File: config.mk
export PLATFORM = sky130hd
export DESIGN_NAME = mux_n_rr
export DESIGN_NICKNAME = d
export VERILOG_FILES = /design/src/rtl/mux_n_rr.sv
export SDC_FILE = /design/constraint.sdc
export NUM_CORES = 1
export LEC_CHECK = 0
export BUFFER_PORTS_ARGS = -buffer_cell sky130_fd_sc_hd__buf_2
export CORE_AREA = 5 5 126 128
export DETAILED_ROUTE_END_ITERATION = 8
export DIE_AREA = 0 0 131 133
export GPL_TIMING_DRIVEN = 0
export PLACE_DENSITY = 0.57
export SLEW_MARGIN = 20
export SYNTH_ARGS = -nofsm -noshare
export SYNTH_HDL_FRONTEND = slang
export SYNTH_SLANG_ARGS = --single-unit
File: constraint.sdc
create_clock -name clk -period 4.2 [get_ports clk]
set_clock_uncertainty 0.2 [all_clocks]
set_input_delay 0.21 -clock clk [delete_from_list [all_inputs] [get_ports clk]]
set_output_delay 0.21 -clock clk [all_outputs]
set_load 0.005 [all_outputs]
File: src/rtl/mux_n_rr.sv
// mux_n_rr: registered CHANNELS:1 mux with round-robin arbitration and valid/ready handshakes.
// Build option MUX_N_RR_FIXED_PRIO_EN: lowest-index valid channel always wins, no rotating pointer.
module mux_n_rr #(
    parameter int WIDTH    = 64,
    parameter int CHANNELS = 4,
    parameter int SEL_W    = 2
) (
    input  logic                      clk,
    input  logic                      rst_n,
    input  logic [CHANNELS-1:0]       in_valid,
    input  logic [CHANNELS*WIDTH-1:0] in_data,
    output logic [CHANNELS-1:0]       in_ready,
    output logic                      out_valid,
    input  logic                      out_ready,
    output logic [WIDTH-1:0]          out_data,
    output logic [SEL_W-1:0]          out_sel
);

    function automatic logic [SEL_W-1:0] wrap_idx(input int unsigned v);
        int unsigned w;
        w = v % CHANNELS;
        return w[SEL_W-1:0];
    endfunction

    logic                  out_valid_r;
    logic [WIDTH-1:0]      out_data_r;
    logic [SEL_W-1:0]      out_sel_r;
    logic [SEL_W-1:0]      scan_base_s;
    logic                  found_s;
    logic [SEL_W-1:0]      grant_idx_s;
    logic [CHANNELS-1:0]   grant_s;
    logic [WIDTH-1:0]      grant_data_s;
    logic                  load_s;

`ifdef MUX_N_RR_FIXED_PRIO_EN
    assign scan_base_s = {SEL_W{1'b0}};
`else
    logic [SEL_W-1:0] ptr_r;
    logic [SEL_W-1:0] next_ptr_s;

    assign scan_base_s = ptr_r;

    // Pointer moves just past the granted channel so it has lowest priority next time.
    always_comb begin
        next_ptr_s = (grant_idx_s == SEL_W'(CHANNELS - 1)) ? {SEL_W{1'b0}}
                                                           : grant_idx_s + SEL_W'(1);
    end

    // Round-robin pointer register, updated only when a word is loaded.
    always_ff @(posedge clk or negedge rst_n) begin
        if (!rst_n) begin
            ptr_r <= {SEL_W{1'b0}};
        end else if (load_s) begin
            ptr_r <= next_ptr_s;
        end else begin
            ptr_r <= ptr_r;
        end
    end
`endif

    // First valid channel scanning upward from the scan base, wrapping at CHANNELS.
    always_comb begin
        logic [SEL_W-1:0] cand_v;
        logic             take_v;
        found_s     = 1'b0;
        grant_idx_s = {SEL_W{1'b0}};
        cand_v      = {SEL_W{1'b0}};
        take_v      = 1'b0;
        for (int k = 0; k < CHANNELS; k++) begin
            cand_v      = wrap_idx(int'(scan_base_s) + k);
            take_v      = !found_s && in_valid[cand_v];
            grant_idx_s = take_v ? cand_v : grant_idx_s;
            found_s     = found_s | take_v;
        end
    end

    // One-hot grant vector and the AND-OR selected payload.
    always_comb begin
        grant_s      = {CHANNELS{1'b0}};
        grant_data_s = {WIDTH{1'b0}};
        for (int i = 0; i < CHANNELS; i++) begin
            grant_s[i]   = found_s && (grant_idx_s == SEL_W'(i));
            grant_data_s = grant_data_s | ({WIDTH{grant_s[i]}} & in_data[i*WIDTH +: WIDTH]);
        end
    end

    // Reset gates the handshake so nothing is acknowledged while rst_n is low.
    always_comb begin
        load_s   = rst_n && (|in_valid) && (!out_valid_r || out_ready);
        in_ready = load_s ? grant_s : {CHANNELS{1'b0}};
    end

    // Output register: fill (possibly while draining), drain, or hold.
    always_ff @(posedge clk or negedge rst_n) begin
        if (!rst_n) begin
            out_valid_r <= 1'b0;
            out_data_r  <= {WIDTH{1'b0}};
            out_sel_r   <= {SEL_W{1'b0}};
        end else if (load_s) begin
            out_valid_r <= 1'b1;
            out_data_r  <= grant_data_s;
            out_sel_r   <= grant_idx_s;
        end else if (out_valid_r && out_ready) begin
            out_valid_r <= 1'b0;
            out_data_r  <= out_data_r;
            out_sel_r   <= out_sel_r;
        end else begin
            out_valid_r <= out_valid_r;
            out_data_r  <= out_data_r;
            out_sel_r   <= out_sel_r;
        end
    end

    assign out_valid = out_valid_r;
    assign out_data  = out_data_r;
    assign out_sel   = out_sel_r;

endmodule

==> out/metrics.json, run 1 <==
{
  "timing": {
    "setup-tns-final_ps": 0,
    "final.setup.worst_slack_ps": 447,
    "post-route-period-util": 0.894,
    "grt_setup_unrepaired": "false",
    "worst_pin_slew_ps": 959,
    "timing.max_slew.rel_slack": 0.361,
    "timing_hold_violations_final": 0,
    "final_period_minus_worst_setup_slack_ps": 3750,
    "setup_viol": 0,
    "max_clock_freq_ghz": 0.266,
    "final_max_slew_viol_count": 0
  },
  "cells_and_area": {
    "final_area_mm2": 0.00637,
    "utilization": 0.432,
    "drive_above_1_share": 0.469,
    "areaGrowthSynthToFinish_pct": 60.6,
    "num_antenna_cells": 0,
    "nFillCells": 1524,
    "finalNetCount": 1045
  },
  "route": {
    "avgViaCountPerCell": 5.42,
    "drt-wirelength-per-cell_um": 21.6,
    "route.vias.total": 5258,
    "route.detailed.drc": 0,
    "drtIter0Drc": 313,
    "ant_nets": 0,
    "drt-pass1-iter-count": 6,
    "wirelength_um": 20900
  },
  "global_routing": {
    "grt_use_total": 0.229,
    "antenna_found_initial": 0,
    "first_pass_grt_wire_length_um": 30300,
    "grt_start_max_net_pins": 37,
    "via_count_of_the_first_global_routing_pass": 5467,
    "globalRouteOverflowTotal": 0
  },
  "synth": {
    "synth.top_cells.by_area": "sky130_fd_sc_hd__dfrtp_1, sky130_fd_sc_hd__a22oi_1, sky130_fd_sc_hd__a31oi_1, sky130_fd_sc_hd__a21oi_1, sky130_fd_sc_hd__clkbuf_1",
    "syn_area_mm2": 0.00397,
    "synth_top_cell_area_share": 0.435,
    "yosys_register_bits": 69,
    "yosysWarningCount": 0,
    "post-synth-top-area-cell": "sky130_fd_sc_hd__dfrtp_1",
    "seq_area_frac_synth": 0.435,
    "synthesis.instances": 411,
    "postSynthAreaPerCell_um2": 9.65,
    "synth_nets": 678,
    "netlist_cell_types": 29
  },
  "power": {
    "internal_power_uw": 2020,
    "clock_power_share": 0.199,
    "sequentialPowerShare": 0.312,
    "p_comb_frac": 0.489,
    "power.switching_fraction": 0.410,
    "switching_power_uw": 1410,
    "power.ir.vdd_worst_mv": 0.177,
    "power.density_cell_area_mw_per_mm2": 538,
    "p_leak_uw": 0.00293
  },
  "clock_tree": {
    "cts_tree": "built",
    "postCtsSetupBuffers": 0,
    "cts-root-buf": "sky130_fd_sc_hd__clkbuf_16",
    "cts_buffer_depth": 2,
    "clkSlewWorstSetupHoldPaths_ps": 50,
    "cts_htree_levels": 3,
    "clock_tree_sinks": 69,
    "clock_insertion_delay_worst_skew_ps": 330,
    "tritoncts.num_buffers": 9,
    "post_cts_resize_count": 0,
    "cts_hold_buffers": 22
  },
  "placed_design": {
    "place_congestion": 0.855,
    "port_buffers": 333,
    "placement.setup.worst_slack_ps": 901,
    "placement.cell_area_mm2": 0.00589,
    "dp_hpwl_um": 16500
  },
  "min_path": {
    "worstHoldPathType": "input port to flip-flop",
    "worstHoldPathCells": 3,
    "hold_path_startpoint": "in_data[143]",
    "min_to": "out_data[15]"
  },
  "critical_path": {
    "regToRegSetupSlack_ps": 450,
    "crit_path_max_incr_delay_ps": 780,
    "critPathCaptureType": "flip-flop",
    "cp-start-kind": "flip-flop",
    "crit_path_top_delay_cell": "sky130_fd_sc_hd__clkbuf_1",
    "worstPathArrival_ps": 3820,
    "required_time_of_the_critical_path_ps": 4260,
    "origin_of_the_critical_flop_to_flop_path": "ptr_r[1]",
    "rr_endpoint": "out_data[19]",
    "critical_path.cell_chain": "a21boi_0 -> o22a_1 -> nor2b_1 -> ha_1 -> clkbuf_1 -> clkbuf_1 -> a22oi_1 -> a31oi_1 -> dlygate4sd3_1",
    "critical_path_class": "flip-flop to flip-flop",
    "critical_path_peak_fanout": 10,
    "crit_top_cell": "sky130_fd_sc_hd__clkbuf_1",
    "rr_worst_depth": 9
  },
  "run": {
    "cap_viol_max_count": 0
  },
  "die": {
    "num_rows": 45,
    "floorplan.die_area_mm2": 0.0174,
    "floorplan.core_area_mm2": 0.0148,
    "fp.dieH_um": 133,
    "start_util": 0.269,
    "floorplan.die.width_um": 131,
    "ios": 334
  },
  "status": {
    "status": "finished clean"
  }
}
[sequential cells by signal, indices dropped and copies added, names as in the netlist]
signal / cells
out_data: 64
out_sel: 2
out_valid: 1
ptr_r: 2
[power by group through the flow]
stage / Combinational (uW) / Clock [uW] / Sequential (uW)
final: 1680 / 682 / 1070
after global routing: 1830 / 731 / 1100
after floorplan: 801 / 0 / 1080
after global placement: 1620 / 0 / 1060
after CTS: 1680 / 701 / 1070
after detailed placement: 1640 / 0 / 1070
[cell usage in the layout, fill, tap and decap left out, types with 5 or more instances in the layout]
| cell | n |
|---|---|
| sky130_fd_sc_hd__and3_1 | 5 |
| sky130_fd_sc_hd__a22oi_1 | 128 |
| sky130_fd_sc_hd__dfrtp_1 | 69 |
| sky130_fd_sc_hd__clkbuf_16 | 9 |
| sky130_fd_sc_hd__buf_2 | 333 |
| sky130_fd_sc_hd__a21oi_1 | 60 |
| sky130_fd_sc_hd__a31oi_1 | 60 |
| sky130_fd_sc_hd__clkbuf_1 | 45 |
| sky130_fd_sc_hd__buf_6 | 8 |
| sky130_fd_sc_hd__dlygate4sd3_1 | 22 |
[per-stage QoR]
stage	hold WS [ps]	total power [uW]	cells
final	7.75	3430	970
after global routing	9.74	3660	970
after CTS	0.689	3450	970
after detailed placement	2.45	2710	933
after global placement	297	2680	932
after floorplan	-286	1880	411
[cell type report]
type / instances / area [um^2] / share of cell area
buffer: 51 / 253 / 0.0397
clock buffer: 13 / 250 / 0.0393
clock inverter: 2 / 10.0 / 0.00157
multi-input combinational: 291 / 1990 / 0.312
sequential: 69 / 1730 / 0.271
tap: 188 / 235 / 0.0369
timing repair buffer: 356 / 1910 / 0.300
[synth_stat cells]
library cell,number
sky130_fd_sc_hd__nand2_1,4
sky130_fd_sc_hd__o31ai_1,1
sky130_fd_sc_hd__a31oi_1,60
sky130_fd_sc_hd__o41ai_2,1
sky130_fd_sc_hd__clkbuf_1,42
sky130_fd_sc_hd__nand2b_1,4
sky130_fd_sc_hd__a22oi_1,128
sky130_fd_sc_hd__o22a_1,1
sky130_fd_sc_hd__o21ai_0,2
sky130_fd_sc_hd__nor2_1,1
sky130_fd_sc_hd__a311oi_1,1
sky130_fd_sc_hd__a31oi_2,4
sky130_fd_sc_hd__mux2_2,1
sky130_fd_sc_hd__nor2b_1,2
sky130_fd_sc_hd__and3_1,5
sky130_fd_sc_hd__a21oi_2,4
sky130_fd_sc_hd__ha_1,4
sky130_fd_sc_hd__dfrtp_1,69
sky130_fd_sc_hd__a21oi_1,60
sky130_fd_sc_hd__nand4b_1,1
sky130_fd_sc_hd__o41a_1,1
sky130_fd_sc_hd__a2bb2oi_1,1
sky130_fd_sc_hd__a22o_1,1
sky130_fd_sc_hd__nor2_2,1
sky130_fd_sc_hd__buf_6,8
sky130_fd_sc_hd__or2_2,1
sky130_fd_sc_hd__buf_2,1
sky130_fd_sc_hd__o221ai_1,1
sky130_fd_sc_hd__a21boi_0,1
[worst max-delay path by stage]
stage,start,endpoint,slack [ps],cells after the start
floorplan,ptr_r[1],in_ready[3],1920,7
global placement,ptr_r[1],in_ready[1],1000,8
detailed placement,ptr_r[1],in_ready[1],900,8
CTS,ptr_r[1],out_data[16],490,9
global route,ptr_r[1],out_data[19],210,9
finish,ptr_r[1],out_data[19],450,9
[critical path: cells and delay by family, from the launching register on]
family                     cells  cell delay [ps]
AOI/OAI and AO/OA              4              830
adders and majority gates      1              190
buffers and inverters          3             1810
DFF                            1              430
and+or+nand+nor                1              220
[metal layers]
layer | vias up | GRT usage | part of all wire
met4 | 0 | 0.0811 | 0.027
met2 | 297 | 0.395 | 0.49
li1 | 2414 | - | -
met1 | 2510 | 0.277 | 0.40
met3 | 37 | 0.0468 | 0.083
met5 | - | 0 | 0
[logic make-up after synthesis]
logic type | after synthesis | synth area share
adder cells (fa/ha/maj) | 4 | 0.0126
flip-flops | 69 | 0.435
buffers and inverters | 51 | 0.0637
AND/OR/NAND/NOR | 19 | 0.0274
multiplexers | 1 | 0.00284
AO/OA/AOI/OAI | 267 | 0.458
Note: power is estimated with default switching activity, not from simulation.
==> inputs of run 2 (changes only) <==
- CTS_BUF_LIST: default -> sky130_fd_sc_hd__clkbuf_16
==> run 2 against run 1 <==
  * Setup slack improved by 9.8 ps
  * Count of clock-buffer cells in the layout decreased by 4
  * Via count increased by 0.44%
  * Fmax increased by 0.26%
  * Utilization decreased by 0.14 points
  * Final area decreased by 0.31%
  * Cell count decreased by 0.10%
  * Flip-flop and latch count unchanged
  * Clock power decreased by 3.7%
  * Register-to-register slack about the same
  * Critical endpoint unchanged
  * Highest routed layer unchanged
==> out/metrics.json, run 2 (same netlist as run 1, synthesis figures left out) <==
{
  "die": {
    "ios": {"value": 334, "change": "unchanged"},
    "floorplan.die.width": {"value": 131, "unit": "um", "change": "unchanged"},
    "num_rows": {"value": 45, "change": "unchanged"},
    "start_util": {"value": 0.269, "change": "unchanged"},
    "floorplan.core_area": {"value": 0.0148, "unit": "mm^2", "change": "unchanged"},
    "floorplan.die_area": {"value": 0.0174, "unit": "mm^2", "change": "unchanged"},
    "fp.dieH": {"value": 133, "unit": "um", "change": "unchanged"}
  },
  "critical_path": {
    "crit_path_top_delay_cell": {"value": "sky130_fd_sc_hd__clkbuf_1", "change": "unchanged"},
    "cp-start-kind": {"value": "flip-flop", "change": "unchanged"},
    "critical_path_peak_fanout": {"value": 10, "change": "unchanged"},
    "crit_top_cell": {"value": "sky130_fd_sc_hd__clkbuf_1", "change": "unchanged"},
    "critical_path_class": {"value": "flip-flop to flip-flop", "change": "unchanged"},
    "worstPathArrival": {"value": 3810, "unit": "ps", "change": "was 3820 ps"},
    "required_time_of_the_critical_path": {"value": 4270, "unit": "ps", "change": "was 4260 ps"},
    "critical_path.cell_chain": {"value": "a21boi_0 -> o22a_1 -> nor2b_1 -> ha_1 -> clkbuf_1 -> clkbuf_1 -> a22oi_1 -> a31oi_1 -> dlygate4sd3_1", "change": "unchanged"},
    "crit_path_max_incr_delay": {"value": 770, "unit": "ps", "change": "was 780 ps"},
    "critical_path_buf_inv_count": {"value": 3, "change": "unchanged"},
    "critPathCaptureType": {"value": "flip-flop", "change": "unchanged"},
    "timing.critical_path.max_delay_family": {"value": "buffers and inverters", "change": "unchanged"}
  },
  "placed_design": {
    "dp_hpwl": {"value": 16500, "unit": "um", "change": "unchanged"},
    "place_congestion": {"value": 0.855, "change": "unchanged"},
    "placement.cell_area": {"value": 0.00589, "unit": "mm^2", "change": "unchanged"},
    "port_buffers": {"value": 333, "change": "unchanged"},
    "placedCellCount": {"value": 933, "change": "unchanged"}
  },
  "clock_tree": {
    "clkSlewWorstSetupHoldPaths": {"value": 50, "unit": "ps", "change": "about the same"},
    "postCtsSetupBuffers": {"value": 0, "change": "unchanged"},
    "cts_buffer_depth": {"value": 2, "change": "unchanged"},
    "cts-root-buf": {"value": "sky130_fd_sc_hd__clkbuf_16", "change": "unchanged"},
    "clock_insertion_delay_worst_skew": {"value": 330, "unit": "ps", "change": "about the same"},
    "clock_tree_sinks": {"value": 69, "change": "unchanged"},
    "cts_hold_buffers": {"value": 21, "change": "was 22"},
    "cts_htree_levels": {"value": 3, "change": "unchanged"},
    "cts_tree": {"value": "built", "change": "unchanged"},
    "tritoncts.num_buffers": {"value": 9, "change": "unchanged"},
    "post_cts_resize_count": {"value": 0, "change": "unchanged"}
  },
  "global_routing": {
    "antenna_found_initial": {"value": 0, "change": "unchanged"},
    "first_pass_grt_wire_length": {"value": 30300, "unit": "um", "change": "about the same"},
    "globalRouteOverflowTotal": {"value": 0, "change": "unchanged"},
    "via_count_of_the_first_global_routing_pass": {"value": 5469, "change": "was 5467"},
    "grt_start_max_net_pins": {"value": 37, "change": "unchanged"},
    "grt_use_total": {"value": 0.229, "change": "about the same"}
  },
  "timing": {
    "setup-tns-final": {"value": 0, "unit": "ps", "change": "unchanged"},
    "post-route-period-util": {"value": 0.891, "change": "was 0.894"},
    "max_clock_freq": {"value": 0.267, "unit": "GHz", "change": "was 0.266 GHz"},
    "final_max_slew_viol_count": {"value": 0, "change": "unchanged"},
    "grt_setup_unrepaired": {"value": "false", "change": "unchanged"},
    "whs": {"value": 7.37, "unit": "ps", "change": "was 7.75 ps"},
    "worst_pin_slew": {"value": 946, "unit": "ps", "change": "was 959 ps"},
    "timing.max_slew.rel_slack": {"value": 0.369, "change": "was 0.361"},
    "final_period_minus_worst_setup_slack": {"value": 3740, "unit": "ps", "change": "was 3750 ps"},
    "timing_hold_violations_final": {"value": 0, "change": "unchanged"},
    "setup_viol": {"value": 0, "change": "unchanged"}
  },
  "cells_and_area": {
    "final_area": {"value": 0.00635, "unit": "mm^2", "change": "was 0.00637 mm^2"},
    "max_reg_flops": {"value": 64, "change": "unchanged"},
    "num_antenna_cells": {"value": 0, "change": "unchanged"},
    "layout.cells.most_common_list": {"value": "sky130_fd_sc_hd__buf_2, sky130_fd_sc_hd__a22oi_1, sky130_fd_sc_hd__dfrtp_1", "change": "unchanged"},
    "areaGrowthSynthToFinish": {"value": 60.1, "unit": "%", "change": "was 60.6%"},
    "finalNetCount": {"value": 1044, "change": "was 1045"},
    "drive_above_1_share": {"value": 0.469, "change": "about the same"},
    "post_layout_nonfiller_instances": {"value": 969, "change": "was 970"},
    "commonest_non_fill_non_tap_cell_in_the_layout": {"value": "sky130_fd_sc_hd__buf_2", "change": "unchanged"}
  },
  "power": {
    "power.ir.vdd_worst": {"value": 0.177, "unit": "mV", "change": "about the same"},
    "p_comb_frac": {"value": 0.492, "change": "was 0.489"},
    "power.switching_fraction": {"value": 0.414, "change": "was 0.410"},
    "power_total": {"value": 3400, "unit": "uW", "change": "was 3430 uW"},
    "clock_power_share": {"value": 0.193, "change": "was 0.199"},
    "p_leak": {"value": 0.00294, "unit": "uW", "change": "was 0.00293 uW"},
    "switching_power": {"value": 1410, "unit": "uW", "change": "about the same"},
    "power.density_cell_area": {"value": 535, "unit": "mW/mm^2", "change": "was 538 mW/mm^2"},
    "sequentialPowerShare": {"value": 0.315, "change": "was 0.312"},
    "internal_power": {"value": 1990, "unit": "uW", "change": "was 2020 uW"}
  },
  "route": {
    "avgViaCountPerCell": {"value": 5.45, "change": "was 5.42"},
    "drt-wirelength-per-cell": {"value": 21.7, "unit": "um", "change": "was 21.6 um"},
    "dr_wl_met2": {"value": 10300, "unit": "um", "change": "about the same"},
    "top_signal_layer_used": {"value": "met4", "change": "unchanged"},
    "route.detailed.drc": {"value": 0, "change": "unchanged"},
    "wirelength": {"value": 21000, "unit": "um", "change": "was 20900 um"},
    "ant_nets": {"value": 0, "change": "unchanged"},
    "drtIter0Drc": {"value": 308, "change": "was 313"},
    "wl_met3": {"value": 1800, "unit": "um", "change": "was 1740 um"},
    "route.vias.total": {"value": 5281, "change": "was 5258"},
    "drt-pass1-iter-count": {"value": 5, "change": "was 6"},
    "met1Wirelength": {"value": 8290, "unit": "um", "change": "was 8320 um"}
  },
  "min_path": {
    "worstHoldPathType": {"value": "input port to flip-flop", "change": "unchanged"}
  },
  "run": {
    "cap_viol_max_count": {"value": 0, "change": "unchanged"}
  },
  "status": {
    "status": {"value": "finished clean", "change": "unchanged"}
  }
}
==> run 2: changes by cell type in the layout (fill, tap and decap cells not counted) <==
cell | before | now
sky130_fd_sc_hd__dlygate4sd3_1 | 22 | 21
sky130_fd_sc_hd__clkbuf_8 | 1 | 0
sky130_fd_sc_hd__inv_1 | 0 | 3
sky130_fd_sc_hd__clkbuf_1 | 45 | 42
sky130_fd_sc_hd__clkinv_1 | 0 | 1
==> run 2: worst paths after layout <==
kind	startpoint	end	slack (ps)	cells after the start
max	ptr_r[1]	out_data[19]	460	9
min	in_data[143]	out_data[15]	7	3
min in group asynchronous	rst_n	out_data[2]	180	2
max in group asynchronous	rst_n	out_data[34]	3060	3
max reg2reg	ptr_r[1]	out_data[19]	460	9
min reg2reg	out_sel[0]	out_sel[0]	330	1
==> run 2: worst register-to-register path, cell delays in order, from the launching register on <==
cell and delay, ps:
sky130_fd_sc_hd__dfrtp_1 430, sky130_fd_sc_hd__a21boi_0 210, sky130_fd_sc_hd__o22a_1 240, sky130_fd_sc_hd__nor2b_1 220, sky130_fd_sc_hd__ha_1 190, sky130_fd_sc_hd__clkbuf_1 460
sky130_fd_sc_hd__clkbuf_1 770, sky130_fd_sc_hd__a22oi_1 160, sky130_fd_sc_hd__a31oi_1 220, sky130_fd_sc_hd__dlygate4sd3_1 570
==> run 2: power groups by stage <==
stage	sequential, uW	combinational [uW]	clock [uW]
6_report	1070	1670	657
5_1_grt	1100	1830	704
4_1_cts	1070	1680	674
3_5_place_dp	1070	1640	0
3_3_place_gp	1060	1620	0
2_1_floorplan	1080	801	0
==> run 2: layer usage <==
layer  track usage  vias to the layer above
met3        0.0468                       37
met5             0                        -
met4        0.0811                        0
met2         0.395                      308
li1              -                     2411
met1         0.277                     2525
==> run 2: through the flow <==
stage | worst slack [ps] | utilization
detailed placement | 901 | 0.399
CTS | 494 | 0.431
global route | 207 | 0.431
finish | 457 | 0.431
global placement | 997 | 0.398
floorplan | 1920 | -
==> run 2: area by class of cell <==
| cell class | count | area [um^2] |
|---|---|---|
| sequential | 69 | 1730 |
| clock inverter | 6 | 25.0 |
| multi-input combinational | 291 | 1990 |
| clock buffer | 9 | 225 |
| buffer | 51 | 253 |
| timing repair buffer | 355 | 1900 |
| tap | 188 | 235 |
| fill | 1524 | 8400 |
